$ cat src/rtl/intra16_mb_scheduler.sv
// Frame-level sequencer for Intra 16x16 luma prediction: walks the macroblocks in raster
// order, picks the lowest-SAD mode, logs it, and streams that mode's residues to the frame buffer.
module intra16_mb_scheduler #(
  parameter int FRAME_W = 256,
  parameter int FRAME_H = 256,
  parameter int SAD_W   = 16,
  parameter int AW      = $clog2(FRAME_W * FRAME_H)
) (
  input  logic             clk,
  input  logic             reset,
  input  logic             frame_start,
  output logic             busy,
  output logic             frame_done,
  output logic             pred_start,
  output logic [12:0]      pred_mb,
  input  logic             pred_done,
  input  logic [SAD_W-1:0] sad_v,
  input  logic [SAD_W-1:0] sad_h,
  input  logic [SAD_W-1:0] sad_dc,
  output logic [1:0]       res_sel,
  output logic [7:0]       res_idx,
  input  logic [7:0]       res_data,
  output logic             fb_we,
  output logic [AW-1:0]    fb_addr,
  output logic [7:0]       fb_data,
  input  logic             fb_ready,
  output logic             mode_we,
  output logic [12:0]      mode_addr,
  output logic [1:0]       mode_data
);

  localparam int MBW      = FRAME_W / 16;
  localparam int MBH      = FRAME_H / 16;
  localparam int MB_TOTAL = MBW * MBH;

  typedef enum logic [2:0] {
    S_IDLE,
    S_START,
    S_WAIT,
    S_DECIDE,
    S_WRITE,
    S_NEXT,
    S_DONE
  } state_t;

  state_t           state;
  logic [12:0]      mb;
  logic [12:0]      mb_row;
  logic [12:0]      mb_col;
  logic [7:0]       idx;
  logic [1:0]       mode_q;
  logic [SAD_W-1:0] sad_v_q;
  logic [SAD_W-1:0] sad_h_q;
  logic [SAD_W-1:0] sad_dc_q;

  // Running minimum with strict-less compares, so ties keep the lower mode code.
  logic [SAD_W-1:0] best;
  logic [1:0]       mode_calc;

  // NOTE: every variable assigned in always_comb gets a default first, so no path leaves it unassigned and no latch is inferred.
  always_comb begin
    best      = sad_v_q;
    mode_calc = 2'd0;
    if (sad_h_q < best) begin
      best      = sad_h_q;
      mode_calc = 2'd1;
    end
    if (sad_dc_q < best) begin
      mode_calc = 2'd2;
    end
  end

  // Row/column counters track the MB position so the address needs no divider.
  logic [31:0] row_pix;
  logic [31:0] col_pix;

  always_comb begin
    row_pix = 32'(mb_row) * 32'd16 + 32'(idx[7:4]);
    col_pix = 32'(mb_col) * 32'd16 + 32'(idx[3:0]);
  end

  assign fb_addr   = AW'(row_pix * 32'(FRAME_W) + col_pix);
  assign fb_data   = fb_we ? res_data : 8'd0;
  assign pred_mb   = mb;
  assign mode_addr = mb;
  assign mode_data = mode_calc;
  assign res_sel   = mode_q;
  assign res_idx   = idx;

  // NOTE: sequential state uses non-blocking assignments only, so every flop samples pre-edge values.
  always_ff @(posedge clk or negedge reset) begin
    if (!reset) begin
      state      <= S_IDLE;
      mb         <= '0;
      mb_row     <= '0;
      mb_col     <= '0;
      idx        <= '0;
      mode_q     <= '0;
      sad_v_q    <= '0;
      sad_h_q    <= '0;
      sad_dc_q   <= '0;
      busy       <= 1'b0;
      pred_start <= 1'b0;
      mode_we    <= 1'b0;
      fb_we      <= 1'b0;
      frame_done <= 1'b0;
    end else begin
      pred_start <= 1'b0;
      mode_we    <= 1'b0;
      frame_done <= 1'b0;
      unique case (state)
        S_IDLE: begin
          if (frame_start) begin
            state      <= S_START;
            mb         <= '0;
            mb_row     <= '0;
            mb_col     <= '0;
            busy       <= 1'b1;
            pred_start <= 1'b1;
          end
        end
        S_START: begin
          state <= S_WAIT;
        end
        S_WAIT: begin
          if (pred_done) begin
            sad_v_q  <= sad_v;
            sad_h_q  <= sad_h;
            sad_dc_q <= sad_dc;
            mode_we  <= 1'b1;
            state    <= S_DECIDE;
          end
        end
        S_DECIDE: begin
          mode_q <= mode_calc;
          idx    <= '0;
          fb_we  <= 1'b1;
          state  <= S_WRITE;
        end
        S_WRITE: begin
          if (fb_ready) begin
            idx <= idx + 8'd1;
            if (idx == 8'd255) begin
              fb_we <= 1'b0;
              state <= S_NEXT;
            end
          end
        end
        S_NEXT: begin
          if (mb == 13'(MB_TOTAL - 1)) begin
            frame_done <= 1'b1;
            state      <= S_DONE;
          end else begin
            mb         <= mb + 13'd1;
            pred_start <= 1'b1;
            state      <= S_START;
            if (mb_col == 13'(MBW - 1)) begin
              mb_col <= '0;
              mb_row <= mb_row + 13'd1;
            end else begin
              mb_col <= mb_col + 13'd1;
            end
          end
        end
        S_DONE: begin
          busy  <= 1'b0;
          state <= S_IDLE;
        end
        default: begin
          state <= S_IDLE;
        end
      endcase
    end
  end

endmodule

$ cat config.mk
export PLATFORM = sky130hd
export DESIGN_NAME = intra16_mb_scheduler
export DESIGN_NICKNAME = d
export VERILOG_FILES = /design/src/rtl/intra16_mb_scheduler.sv
export SDC_FILE = /design/constraint.sdc
export NUM_CORES = 1
export LEC_CHECK = 0
export CORE_ASPECT_RATIO = 0.5
export CORE_MARGIN = 2
export CORE_UTILIZATION = 55
export CTS_CLUSTER_DIAMETER = 30
export DETAILED_ROUTE_END_ITERATION = 7
export PLACE_DENSITY = 0.93
export SYNTH_ARGS = -nofsm -noshare
export SYNTH_HDL_FRONTEND = slang
export SYNTH_SLANG_ARGS = --single-unit
$ cat constraint.sdc
create_clock -name clk -period 10.5 [get_ports clk]
set_input_delay 1.05 -clock clk [delete_from_list [all_inputs] [get_ports clk]]
set_output_delay 1.05 -clock clk [all_outputs]
set_load 0.1 [all_outputs]
==> results of run 1 <==
[state kept, by name, indices dropped and copies added (netlist names)]
| name | count |
|---|---|
| frame_done | 1 |
| mode_we | 1 |
| state | 3 |
| mode_addr | 13 |
| res_sel | 2 |
| sad_h_q | 16 |
| sad_dc_q | 16 |
| fb_we | 1 |
| busy | 1 |
| mb_row | 4 |
| res_idx | 8 |
| pred_start | 1 |
| mb_col | 13 |
| sad_v_q | 16 |
[how the worst min path moves through the flow]
stage                       startpoint           end  slack (ns)
final                      sad_dc_q[2]   sad_dc_q[2]        0.52
after global routing      sad_dc_q[13]  sad_dc_q[13]        0.55
after CTS                  sad_dc_q[2]   sad_dc_q[2]        0.53
after detailed placement   sad_dc_q[2]   sad_dc_q[2]        0.50
after global placement      res_sel[0]    res_sel[0]        0.49
after floorplan           sad_dc_q[15]  sad_dc_q[15]        0.49
[layer usage]
metal  GRT usage [%]  routed length, um  up-vias
met5               0                  0        -
met4            9.17                311        0
met3            4.36                606       32
met2            44.1               6520      148
met1            29.5               5400     2173
li1                -                  -     2152
[power by group through the flow]
stage / Combinational [mW] / Clock, mW / Sequential (mW)
2_1_floorplan: 0.852 / 0 / 0.660
3_3_place_gp: 1.16 / 0 / 0.584
3_5_place_dp: 1.19 / 0 / 0.592
4_1_cts: 1.22 / 0.304 / 0.588
5_1_grt: 1.32 / 0.321 / 0.605
6_report: 1.22 / 0.298 / 0.590
[through the flow]
stage          cells  hold WS (ns)
5_1_grt          798         0.546
4_1_cts          798         0.526
3_3_place_gp     782         0.489
2_1_floorplan    555         0.487
6_report         798         0.518
3_5_place_dp     782         0.504
[layout by cell type, fill, tap and decap left out, types with 5 or more instances in the layout]
master,n
nor3_1,9
a211oi_1,5
nand3_1,12
and2_1,10
o21ai_0,42
a21oi_1,19
xor2_1,15
nand4_1,9
ha_1,41
xnor2_1,12
and3_1,12
dfrtp_1,96
mux2_2,33
mux2i_1,16
inv_1,24
o2111ai_1,5
nand2_1,54
clkdlybuf4s50_1,126
clkbuf_16,9
nor2_1,41
a21o_1,7
[worst max-delay path: stages (launching register included)]
cell and delay, ns:
dfrtp_1 0.36, inv_1 0.06, ha_1 0.32, a211oi_1 0.29, o21ai_0 0.15, a41oi_1 0.33, nor3_1 0.12, nor2_2 0.88
mux2i_1 0.28, ha_1 0.26, a221oi_1 0.27, o21a_1 0.15, o21ai_0 0.20, nor3_1 0.29, or3b_2 0.47, o211ai_1 0.12
clkdlybuf4s50_1 1.17
[cell families (layout without fill, tap and decap cells)]
logic type	after synthesis	count (layout)	synth area share [%]
AO/OA/AOI/OAI	105	105	12.1
XOR/XNOR	27	27	4.27
adder cells (fa/ha/maj)	42	42	9.61
buffers and inverters	64	172	6.05
flip-flops	96	96	43.3
multiplexers	49	49	9.59
AND/OR/NAND/NOR	172	172	15.1
[cell type report]
class | count | share of cell area, %
multi-input cells | 395 | 39.9
flip-flops and latches | 96 | 34.1
repair buffers | 130 | 18.3
clock buffers | 9 | 3.20
well taps | 135 | 2.40
inverters | 26 | 1.39
clock inverters | 7 | 0.658
==> reports/metrics.cfg, run 1 <==
[yosys]
ys_types=53
yosys.area.top_type=dfrtp_1
synth_seq_cells=96
synth_nets=658
post-synth-top-count-cell=dfrtp_1
synth_top_area_share_pct=43.3
syn_area_per_cell_um2=9.99
synth_ff_type=dfrtp_1
synth_cells=555
synth_edf_count=0
synth_area_leaders=dfrtp_1, ha_1, mux2_2
async_flop_share_pct=100
synth_warnings=0
yosys-top-cells-count=dfrtp_1, nand2_1, o21ai_0
synth.cell_area_um2=5540
synth.yosys.seq_area_share_pct=43.3

[sta]
tightest_slew_ns=1.12
slew_violations=0
setup_slack_ns=3.38
fin_crit_ns=7.12
rsz0062_at_grt=false
finalSetupViolCount=0
clock_skew_ns=0.00475
fmax_ghz=0.140
tns_ns=0
hold_viol_final=0
slew-limit-headroom_pct=25.1
finalCritPeriodShare_pct=67.8

[power]
p_switching_mw=1.02
seq_power_share_pct=27.9
p_int_mw=1.09
comb_power_share_pct=57.9
leakage_nw=3.13
ir_drop_mv=0.167
power_mw=2.11
power_density_nw_per_um2=300
p_clk_share_pct=14.1
swShare_pct=48.3

[worst_setup_path]
cp_max_fo=19
end_kind=primary output
r2r_setup_slack_ns=5.75
startpoint=sad_v_q[2]
cp.arrival_ns=6.07
cp-start-kind=register
r2r_end=res_sel[1]
critPathCapture=mode_data[1]
reg2reg_depth=15
worst_ep_required_time_ns=9.45
worst-setup-path-type=register to primary output
r2r-start=sad_v_q[2]

[hold_path]
hp-class=register to register
holdPathStages=1

[status]
status=finished, final reports clean

[drt]
via_count=4505
drt_iter0_markers=379
wl_per_cell_um=16.1
wl_um=12800
via_per_inst=5.65
first_pass_iters=5
drc=0
ant_nets=0

[placement]
dp_slack_ns=3.93
placed_area_um2=6770
dpl.hpwl_um=9390
portBuffers=127
gp_congestion=0.838

[final_layout]
antenna_cells=0
synthToLayoutAreaGrowth_pct=27.0
fillCellCount=710
register_area_um2=2400
drive_gt1_share_pct=9.35
finalInstanceArea_um2=7040
multiInputGateArea_um2=2810
fin_util_pct=73.1
final_nets=761

[grt]
grt-ovfl-total=0
antenna_found_initial=0
grt.total_usage_pct=24.1
grt_max_degree=66
first_global_vias=4308
grt_first_pass_wirelength_um=20800

[clock_tree]
cts_resized=0
cts_sinks=96
cts.path.max_buffers=2
clkTransAtPathRegs_ns=0.07
numCtsBuffers=9
clk_latency_ns=0.34
cts.htree.levels=3
post_cts_buffers=0
cts_tree=yes
root_buffer=clkbuf_16
cts_hold_buf=0

[floorplanning]
die_area_um2=10900
ios=128
die_w_um=146
start_util_pct=57.5
core_area_um2=9630
die_h_um=75.0
num_rows=25

[flow_run]
cap_violations=0

Power figures use the tool's default switching activity.
==> run 2: changes to the inputs <==
--- a/config.mk
+++ b/config.mk
@@ -7,10 +7,10 @@
 export LEC_CHECK = 0
 export CORE_ASPECT_RATIO = 0.5
 export CORE_MARGIN = 2
-export CORE_UTILIZATION = 55
+export CORE_UTILIZATION = 46
 export CTS_CLUSTER_DIAMETER = 30
 export DETAILED_ROUTE_END_ITERATION = 7
-export PLACE_DENSITY = 0.93
+export PLACE_DENSITY = 0.83
 export SYNTH_ARGS = -nofsm -noshare
 export SYNTH_HDL_FRONTEND = slang
 export SYNTH_SLANG_ARGS = --single-unit
==> constraint.sdc (replaced) <==
create_clock -name clk -period 5.8 [get_ports clk]
set_input_delay 0.58 -clock clk [delete_from_list [all_inputs] [get_ports clk]]
set_output_delay 0.58 -clock clk [all_outputs]
set_load 0.1 [all_outputs]
==> run 2 against run 1 <==
  * Wire length is 3.5% lower
  * Critical endpoint unchanged
  * Sequential share of layout area is 0.37 points lower
  * Worst hold slack worse by 0.44 ns
  * Clock skew is 0.0028 ns higher
  * Final cell count is 3.9% higher
  * Cell area is 1.1% higher
  * Largest cell class unchanged
  * Non-clock buffer count is 2 higher
  * Combinational power is 86% higher
==> reports/metrics.cfg, run 2 (synthesized netlist as in run 1, its figures left out) <==
[grt]
grt_first_pass_wirelength_um=20400
grt_max_degree=83
antenna_found_initial=0
grt.total_usage_pct=19.3
first_global_vias=4247
grt-ovfl-total=0

[floorplanning]
num_rows=28
ios=128
die_h_um=81.6
die_w_um=159
die_area_um2=13000
start_util_pct=47.1
core_area_um2=11800

[clock_tree]
post_cts_buffers=0
cts.path.max_buffers=2
cts.htree.levels=3
clkTransAtPathRegs_ns=0.06
numCtsBuffers=9
cts_resized=0
root_buffer=clkbuf_16
clk_latency_ns=0.34
cts_sinks=96
cts_hold_buf=0
cts_tree=yes

[drt]
via_count=4350
first_pass_iters=4
wl_um=12400
drc=0
ant_nets=0
drt_iter0_markers=305
wl_per_cell_um=14.9
via_per_inst=5.25

[final_layout]
drive_gt1_share_pct=9.49
finalInstanceArea_um2=7120
antenna_cells=0
synthToLayoutAreaGrowth_pct=28.3
final_common_cell=clkdlybuf4s50_1
reg.largest.list=sad_dc_q x16, sad_h_q x16, sad_v_q x16
final_nets=763
final_cell_mix=clkdlybuf4s50_1, dfrtp_1, nand2_1, o21ai_0

[sta]
tightest_slew_ns=1.05
holdWs_ns=0.0801
slew_violations=0
hold_viol_final=0
tns_ns=0
rsz0062_at_grt=false
fin_crit_ns=5.09
finalCritPeriodShare_pct=87.8
clock_skew_ns=0.00753
finalSetupViolCount=0
fmax_ghz=0.196
slew-limit-headroom_pct=29.7

[placement]
gp_congestion=0.859
placed_area_um2=6840
dpl.hpwl_um=9260
portBuffers=127

[hold_path]
hp-class=input pin to asynchronous set/reset pin

[worst_setup_path]
cp-start-kind=register
path_cells=inv_1 > ha_1 > a211oi_1 > o21ai_0 > a41oi_1 > nor3_1 > nor2_2 > buf_4 > mux2i_1 > ha_1 > a221oi_1 > o21a_1 > o21ai_0 > nor3_1 > or3b_2 > o211ai_1 > buf_12
worst-setup-path-type=register to primary output
crit_family=compound AO/OA/AOI/OAI gates
worst_ep_required_time_ns=5.22
crit_path_top_delay_cell=or3b_2
end_kind=primary output
cp_max_fo=11
cp.arrival_ns=4.51
slowest_delay_ns=0.46
crit_buf_inv=3

[flow_run]
cap_violations=0

[power]
power_mw=3.89
leakage_nw=3.15
ir_drop_mv=1.66
power_density_nw_per_um2=546

[status]
status=finished, final reports clean

## run 2: changes by cell type in the layout (fill, tap and decap cells not counted)
cell / delta
clkinvlp_4: -1
clkbuf_8: +2
buf_12: +2
clkbuf_1: +2
inv_6: -1
clkdlybuf4s50_1: -2
clkinv_2: -3
buf_4: +2
## run 2: path summary, 6_finish.rpt
| path | startpoint | endpoint | slack (ns) | depth (start not counted) |
|---|---|---|---|---|
| worst max-delay path | sad_v_q[2] | mode_data[1] | 0.71 | 17 |
| worst min-delay path | reset | mode_addr[12] | 0.08 | 1 |
| worst max register to register | sad_v_q[2] | res_sel[1] | 1.86 | 16 |
| worst min register to register | res_sel[0] | res_sel[0] | 0.51 | 1 |
| max in group asynchronous | reset | sad_h_q[12] | 4.44 | 2 |
| min in group clk | res_sel[0] | res_sel[0] | 0.51 | 1 |
## run 2: metrics by stage
stage / cells / util, % / setup slack, ns
6_report: 829 / 60.4 / 0.710
5_1_grt: 829 / 60.4 / 0.304
4_1_cts: 829 / 60.4 / 0.707
3_5_place_dp: 814 / 58.1 / 1.08
3_3_place_gp: 814 / 58.1 / 1.29
2_1_floorplan: 555 / - / 0.439
## run 2: power by group
group          switching, mW  total, mW  internal [mW]
combinational           1.40       2.27          0.870
clock                  0.243      0.556          0.312
sequential             0.182       1.06          0.881
total                   1.82       3.89           2.06
## run 2: cell type report
class	instances	area (um^2)
fillers	1002	4660
multi-input cells	395	2810
flip-flops and latches	96	2400
repair buffers	132	1330
clock buffers	13	260
well taps	165	206
inverters	26	97.6
clock inverters	2	15.0
## run 2: worst register-to-register path, cell delays in order, from the launching register on
cell,delay [ns]
dfrtp_1,0.35
inv_1,0.06
ha_1,0.30
a211oi_1,0.26
o21ai_0,0.13
a41oi_1,0.29
nor3_1,0.11
nor2_2,0.14
buf_4,0.24
mux2i_1,0.12
ha_1,0.30
nand2_1,0.07
or3_1,0.36
a2111oi_0,0.58
o211a_1,0.29
o2111a_1,0.19
a311oi_1,0.04
## run 2: per-layer routing
metal / global-route usage [%] / wire [um] / vias up
li1: - / - / 2165
met1: 25.0 / 5880 / 2126
met2: 34.4 / 6150 / 55
met3: 4.09 / 299 / 4
met4: 3.91 / 63 / 0
met5: 0 / 0 / -
==> run 3: changes to the inputs <==
--- a/config.mk
+++ b/config.mk
@@ -5,9 +5,11 @@
 export SDC_FILE = /design/constraint.sdc
 export NUM_CORES = 1
 export LEC_CHECK = 0
+export CELL_PAD_IN_SITES_DETAIL_PLACEMENT = 1
+export CELL_PAD_IN_SITES_GLOBAL_PLACEMENT = 1
 export CORE_ASPECT_RATIO = 0.5
 export CORE_MARGIN = 2
-export CORE_UTILIZATION = 46
+export CORE_UTILIZATION = 35
 export CTS_CLUSTER_DIAMETER = 30
 export DETAILED_ROUTE_END_ITERATION = 7
 export PLACE_DENSITY = 0.83
==> run 3 against run 2 <==
  * Clock-buffer cell count shrank 3
  * Sequential cell count is the same
  * Non-clock buffer count is the same
  * Final cell count grew 4.8%
  * Sequential power is essentially flat
  * Core utilization shrank 14 points
  * Via count grew 3.9%
  * Combinational power grew 3%
  * Power grew 1.8%
==> reports/metrics.cfg, run 3 (synthesized netlist as in run 1, its figures left out) <==
[status]
status=finished, final reports clean

[final_layout]
final_common_cell=clkdlybuf4s50_1
synthToLayoutAreaGrowth_pct=29.2
reg.largest.list=sad_dc_q x16, sad_h_q x16, sad_v_q x16
drive_gt1_share_pct=9.77
final_cell_mix=clkdlybuf4s50_1, dfrtp_1, nand2_1, o21ai_0
finalInstanceArea_um2=7160
final_nets=763
antenna_cells=0

[worst_setup_path]
worst_ep_required_time_ns=5.22
path_cells=inv_1 > ha_1 > a211oi_1 > o21ai_0 > a41oi_1 > nor3_1 > nor2_2 > buf_4 > mux2i_1 > ha_1 > a21oi_1 > o211ai_1 > a21o_1 > nor3_1 > or3b_2 > o211ai_1 > buf_12
crit_path_top_delay_cell=or3b_2
worst-setup-path-type=register to primary output
slowest_delay_ns=0.48
end_kind=primary output
cp.arrival_ns=4.78
cp_max_fo=9
cp-start-kind=register

[drt]
via_per_inst=5.20
wl_per_cell_um=16.7
first_pass_iters=4
drt_iter0_markers=169
wl_um=14500
ant_nets=0
drc=0
via_count=4518

[sta]
tns_ns=0
slew-limit-headroom_pct=33.4
finalSetupViolCount=0
holdWs_ns=0.200
fmax_ghz=0.187
hold_viol_final=0
slew_violations=0
fin_crit_ns=5.36
setup_slack_ns=0.442
tightest_slew_ns=0.996
finalCritPeriodShare_pct=92.4
clock_skew_ns=0.00874
rsz0062_at_grt=false

[placement]
dp_slack_ns=0.864
portBuffers=127
dpl.hpwl_um=10800
placed_area_um2=6890
gp_congestion=0.799

[clock_tree]
clkTransAtPathRegs_ns=0.07
cts.htree.levels=3
cts_resized=0
root_buffer=clkbuf_16
post_cts_buffers=0
numCtsBuffers=9
cts_tree=yes
cts_sinks=96
clk_latency_ns=0.34
cts.path.max_buffers=2
cts_hold_buf=0

[grt]
use_met1_pct=23.0
met3_usage_pct=3.35
top_usage_layer=met2
grt_first_pass_wirelength_um=24600
antenna_found_initial=0
grt-ovfl-total=0
first_global_vias=4792
grt.total_usage_pct=18.0
grt_max_degree=66
met2_usage_pct=32.4

[power]
leakage_nw=3.16
power_density_nw_per_um2=553
ir_drop_mv=0.298

[floorplanning]
die_h_um=93.0
die_area_um2=16900
die_w_um=182
ios=128
start_util_pct=35.9
core_area_um2=15500
num_rows=32

[hold_path]
hp-class=input pin to asynchronous set/reset pin

[flow_run]
cap_violations=0

## run 3: critical path, delay by kind of cell (launching register included)
family / cells / cell delay (ns)
buffers and inverters: 3 / 0.56
flip-flops: 1 / 0.35
multiplexers: 1 / 0.20
adder cells (fa/ha/maj): 2 / 0.56
AO/OA/AOI/OAI: 7 / 1.51
AND/OR/NAND/NOR: 4 / 1.24
## run 3: worst paths after layout
path	startpoint	end	slack [ns]	cells after the start
setup / recovery	sad_v_q[2]	mode_data[1]	0.44	17
hold / removal	reset	mode_addr[10]	0.20	1
setup reg to reg	sad_v_q[2]	res_sel[1]	1.43	16
hold reg to reg	sad_dc_q[1]	sad_dc_q[1]	0.54	1
max in group asynchronous	reset	sad_dc_q[8]	4.42	2
min in group clk	sad_dc_q[1]	sad_dc_q[1]	0.54	1
## run 3: layer usage
metal | up-vias | wire (um)
li1 | 2159 | -
met1 | 2274 | 6540
met2 | 75 | 7440
met3 | 10 | 407
met4 | 0 | 108
met5 | - | 0
## run 3: power breakdown
group          internal [mW]  switching, mW
clock                  0.294          0.267
combinational          0.882           1.45
sequential             0.881          0.189
## run 3: cell type report
class / count / area [um^2]
Clock buffer: 10 / 229
Clock inverter: 6 / 43.8
Fill cell: 1738 / 8290
Inverter: 26 / 97.6
Multi-Input combinational cell: 395 / 2810
Sequential cell: 96 / 2400
Tap cell: 204 / 255
Timing Repair Buffer: 132 / 1330
## run 3: per-stage QoR
stage          utilization [%]  total power, mW  std cells
6_report                  46.3             3.96        869
2_1_floorplan                -             2.74        555
3_3_place_gp              44.6             3.31        853
5_1_grt                   46.3             4.24        869
4_1_cts                   46.3             3.99        869
3_5_place_dp              44.6             3.40        853
